**src/rtl/pipe_hazard_ctrl.sv**
```systemverilog
// Pipeline hazard controller: load-use stall, branch flush, memory freeze and
// optional multi-cycle EX stall (enabled by macro PIPE_MULDIV_STALL_EN).
module pipe_hazard_ctrl #(
  parameter int unsigned MULCYC  = 8,
  parameter int unsigned BRDELAY = 1
) (
  input  logic        CLOCK,
  input  logic        RESET,
  input  logic [4:0]  IDRS,
  input  logic [4:0]  IDRT,
  input  logic        EXMEMREAD,
  input  logic [4:0]  EXRT,
  input  logic        BRTAKEN,
  input  logic        MEMBUSY,
  input  logic        MULSTART,
  output logic        PCHOLD,
  output logic        IFIDWRITE,
  output logic        IFFLASH,
  output logic        IDEXHOLD,
  output logic        IDEXFLUSH,
  output logic        EXMEMFLUSH,
  output logic        BUSY,
  output logic [15:0] STALLCNT
);

`ifdef PIPE_MULDIV_STALL_EN
  localparam int unsigned CW = 5;
`else
  localparam int unsigned CW = 3;
`endif

  typedef enum logic [1:0] {
    RUN     = 2'd0,
    FLUSH   = 2'd1,
    MULWAIT = 2'd2
  } state_t;

  state_t        state, state_nxt;
  logic [CW-1:0] cnt, cnt_nxt;
  logic [15:0]   stallcnt;
  logic          lu;
  logic          pchold_c, ifidwrite_c, ifflash_c, idexhold_c, idexflush_c;
`ifdef PIPE_MULDIV_STALL_EN
  logic          exmemflush_c;
`else
  logic          mul_unused;
  assign mul_unused = MULSTART & (MULCYC > 1);
`endif

  assign lu = EXMEMREAD & (EXRT != 5'd0) & ((EXRT == IDRS) | (EXRT == IDRT));

  always_comb begin
    state_nxt   = state;
    cnt_nxt     = cnt;
    pchold_c    = 1'b0;
    ifidwrite_c = 1'b0;
    ifflash_c   = 1'b0;
    idexhold_c  = 1'b0;
    idexflush_c = 1'b0;
`ifdef PIPE_MULDIV_STALL_EN
    exmemflush_c = 1'b0;
`endif
    case (state)
      RUN: begin
        if (MEMBUSY) begin
          pchold_c    = 1'b1;
          ifidwrite_c = 1'b1;
          idexhold_c  = 1'b1;
        end else if (BRTAKEN) begin
          ifflash_c   = 1'b1;
          idexflush_c = 1'b1;
          if (BRDELAY > 0) begin
            state_nxt = FLUSH;
            cnt_nxt   = CW'(BRDELAY - 1);
          end
        end else if (lu) begin
          pchold_c    = 1'b1;
          ifidwrite_c = 1'b1;
          idexflush_c = 1'b1;
        end
`ifdef PIPE_MULDIV_STALL_EN
        else if (MULSTART) begin
          state_nxt = MULWAIT;
          cnt_nxt   = CW'(MULCYC - 2);
        end
`endif
      end
      FLUSH: begin
        ifflash_c = 1'b1;
        if (MEMBUSY) begin
          pchold_c    = 1'b1;
          ifidwrite_c = 1'b1;
          idexhold_c  = 1'b1;
        end else if (cnt == '0) begin
          state_nxt = RUN;
        end else begin
          cnt_nxt = cnt - CW'(1);
        end
      end
`ifdef PIPE_MULDIV_STALL_EN
      MULWAIT: begin
        pchold_c     = 1'b1;
        ifidwrite_c  = 1'b1;
        idexhold_c   = 1'b1;
        exmemflush_c = 1'b1;
        if (!MEMBUSY) begin
          if (cnt == '0) state_nxt = RUN;
          else           cnt_nxt   = cnt - CW'(1);
        end
      end
`endif
      default: begin
        state_nxt = RUN;
        cnt_nxt   = '0;
      end
    endcase
  end

  always_ff @(posedge CLOCK or negedge RESET) begin
    if (!RESET) begin
      state <= RUN;
      cnt   <= '0;
    end else begin
      state <= state_nxt;
      cnt   <= cnt_nxt;
    end
  end

  // Outputs are gated by RESET so they clear immediately, even with live inputs.
  assign PCHOLD    = RESET & pchold_c;
  assign IFFLASH   = RESET & ifflash_c;
  assign IFIDWRITE = RESET & ifidwrite_c & ~ifflash_c;
  assign IDEXHOLD  = RESET & idexhold_c;
  assign IDEXFLUSH = RESET & idexflush_c;
  assign BUSY      = RESET & (state != RUN);
`ifdef PIPE_MULDIV_STALL_EN
  assign EXMEMFLUSH = RESET & exmemflush_c;
`else
  assign EXMEMFLUSH = 1'b0;
`endif

  always_ff @(posedge CLOCK or negedge RESET) begin
    if (!RESET)                         stallcnt <= '0;
    else if (PCHOLD && stallcnt != '1)  stallcnt <= stallcnt + 16'd1;
  end

  assign STALLCNT = stallcnt;

endmodule
```
**config.mk**
```make
export PLATFORM = sky130hd
export DESIGN_NAME = pipe_hazard_ctrl
export DESIGN_NICKNAME = d
export VERILOG_FILES = /design/src/rtl/pipe_hazard_ctrl.sv
export SDC_FILE = /design/constraint.sdc
export NUM_CORES = 1
export LEC_CHECK = 0
export ABC_AREA = 1
export CAP_MARGIN = 10
export CORE_MARGIN = 2
export CORE_UTILIZATION = 50
export CTS_BUF_LIST = sky130_fd_sc_hd__clkbuf_4 sky130_fd_sc_hd__clkbuf_8
export DETAILED_ROUTE_END_ITERATION = 16
export GPL_TIMING_DRIVEN = 0
export PLACE_DENSITY = 0.92
export SETUP_SLACK_MARGIN = 0.2
export SLEW_MARGIN = 10
export SYNTH_ARGS = -nofsm -noshare
export SYNTH_HDL_FRONTEND = slang
export SYNTH_SLANG_ARGS = --single-unit
```
**constraint.sdc**
```tcl
create_clock -name CLOCK -period 2.7 [get_ports CLOCK]
set_input_delay 0.54 -clock CLOCK [delete_from_list [all_inputs] [get_ports CLOCK]]
set_output_delay 0.54 -clock CLOCK [all_outputs]
set_load 0.02 [all_outputs]
```
==> flow_summary.toml <==
[global_routing]
grt_max_degree = 25
grt_pass1_vias = 1377
grt_pass1_wl_mm = 5.775
antenna_found_initial = 0
grtUsageTotal_pct = 21.34
grt_overflow_total = 0

[final_layout]
layout.cells.non_filler = 295
multi_input_area_um2 = 853.3
synthToLayoutAreaGrowth_pct = 33.64
ff_latch_area_um2 = 500.5
drive_above_1_share_pct = 8.712
nets = 290
fin_util_pct = 71.30
mostFrequentLayoutCell = "nand2_1"
layout_common_cells = "nand2_1, clkdlybuf4s50_1, inv_1"
fillers = 226
postLayoutCellArea_mm2 = 0.001983
antenna_cells = 0

[worst_hold_path]
hold_class = "in -> async"

[clock_network]
clk_latency_ns = 0.30
holdBufCountCts = 0
clk_pin_slew_worst_paths_ns = 0.11
tritoncts = "yes"
numCtsBuffers = 3
cts.sinks = 20
cts_root_buffer = "clkbuf_4"
cts_buffer_depth = 2
htree_levels = 1

[worst_setup_path]
worst-path-max-fanout = 10
path_common_cell = "nand2_1"
startpoint = "IDRT[4]"
start_kind = "primary input"
worst-path-buf-inv = 4
crit_slowest_cell = "clkdlybuf4s50_1"
arrival_ns = 1.94
cp-end-kind = "primary output"
crit_type = "in -> out"
crit_chain = "clkdlybuf4s50_1, inv_1, nand2_1, nand2_1, nor2_1, nand3_1, nand2_2, nand3_2, nand2_4, buf_8, buf_4"
cp_top_family = "buffers and inverters"
r2r_start = "STALLCNT[0]"
critPathMaxStageDelay_ns = 0.47
cp.required_ns = 2.16

[sta]
period_share_pct = 91.78
setup_tns_ns = 0
drv_slew = 0
rsz0062_at_grt = "true"
fin_hold_ws_ns = 0.1409
setup_violations = 0
fmax_mhz = 403.5
skew_ns = 0.003387
report.final.hold_viol_count = 0
finalCriticalPeriod_ns = 2.478

[detailed_routing]
vias = 1542
ant_nets = 0
drtIter0Drc = 77
routed_via_density = 5.227
wl_mm = 3.486
first_pass_iters = 4
drc = 0
wl_per_cell_um = 11.82

[status]
status = "completed"

[synthesis]
synth-seq-cells = 20
syn_avg_cell_area_um2 = 6.776
yosysUniqueCellTypes = 25
synth-edff-count = 0
netlist_top_cells_area = "dfrtp_1, nand2_1, nand3_1"
yosys.area.top_type_share_pct = 33.73
synth_nets = 243
ys_seq_area_share_pct = 33.73
netlist_instances = 219
synth_area_mm2 = 0.001484
synthArstFlopShare_pct = 100.0
yosysWarningCount = 0
synth_top_cell_by_area = "dfrtp_1"
synth-main-ff-cell = "dfrtp_1"

[power_and_ir_drop]
p_leak_uw = 0.001055
ir_worst_vdd_v = 0.0005420
p_per_area_mw_per_mm2 = 493.5

[floorplan]
initial_utilization_pct = 53.35
dieWidth_um = 58.48
die_height_um = 58.48
rows = 19
core_area_mm2 = 0.002781
ios = 44
dieArea_mm2 = 0.003419

[placement]
port_buffers = 41
gp_congestion = 0.9620
hpwl_mm = 2.627
place_area_mm2 = 0.001933
dpl.cell_count = 291

[flow_run]
maxCapViolations = 0
-- stage by stage --
stage	total power (uW)	worst slack [ns]
2_1_floorplan	668.5	0.7669
3_3_place_gp	823.5	-1.081
6_report	978.7	0.2219
3_5_place_dp	840.4	-1.101
4_1_cts	981.7	0.1530
5_1_grt	1051	0.1122
-- synth_stat cells, types with 2 or more instances --
| library cell | count |
|---|---|
| nand2_1 | 76 |
| inv_1 | 30 |
| nand3_1 | 29 |
| dfrtp_1 | 20 |
| nor2_1 | 17 |
| xnor2_1 | 12 |
| nor3_1 | 4 |
| xor2_1 | 4 |
| a21oi_1 | 3 |
| ha_1 | 3 |
| o21ai_0 | 3 |
| buf_2 | 2 |
| nand2_2 | 2 |
| nand4_1 | 2 |
| nor2_4 | 2 |
-- layer usage --
metal	part of all wire, %	track usage, %
met1	43	25.49
met2	50	39.17
met3	5.7	4.176
met4	0.72	4.983
met5	0	0
-- cell families after synthesis --
kind of cell    after synthesis  synth area share (%)
simple gates                135                 40.72
xor+xnor                     16                 9.443
fa+ha+maj                     3                 2.530
compound gates                9                 3.541
other cells                   1                0.2527
flops                        20                 33.73
buf+inv                      35                 9.781
-- registers in the layout, summed over array words and instances, names as in the netlist --
register / cells
STALLCNT: 16
cnt: 3
state: 1
-- power by group --
part	switching [uW]	internal (uW)
combinational	226	183
clock	91.1	52.0
sequential	69.0	357
-- timing repair --
item / CTS / global route
setup endpoints to repair: 16 / 4
gates cloned: 0 / 0
pin swaps: 1 / 0
setup buffers: 1 / 0
gates resized for setup: 24 / 10
-- cell type report --
class | instances | area share (%)
Clock buffer | 3 | 1.136
Tap cell | 31 | 1.956
Inverter | 30 | 5.678
Multi-Input combinational cell | 164 | 43.03
Timing Repair Buffer | 42 | 20.82
Buffer | 5 | 2.145
Sequential cell | 20 | 25.24
-- final timing paths --
| path | cells past startpoint | endpoint | slack [ns] |
|---|---|---|---|
| setup / recovery | 11 | PCHOLD | 0.22 |
| setup reg to reg | 9 | STALLCNT[2] | 0.79 |
| max in group asynchronous | 1 | STALLCNT[3] | 2.32 |
| hold reg to reg | 2 | cnt[1] | 0.50 |
| hold / removal | 1 | STALLCNT[6] | 0.14 |
| min in group CLOCK | 2 | cnt[1] | 0.50 |
No activity file was read; power rests on OpenSTA's default activity.
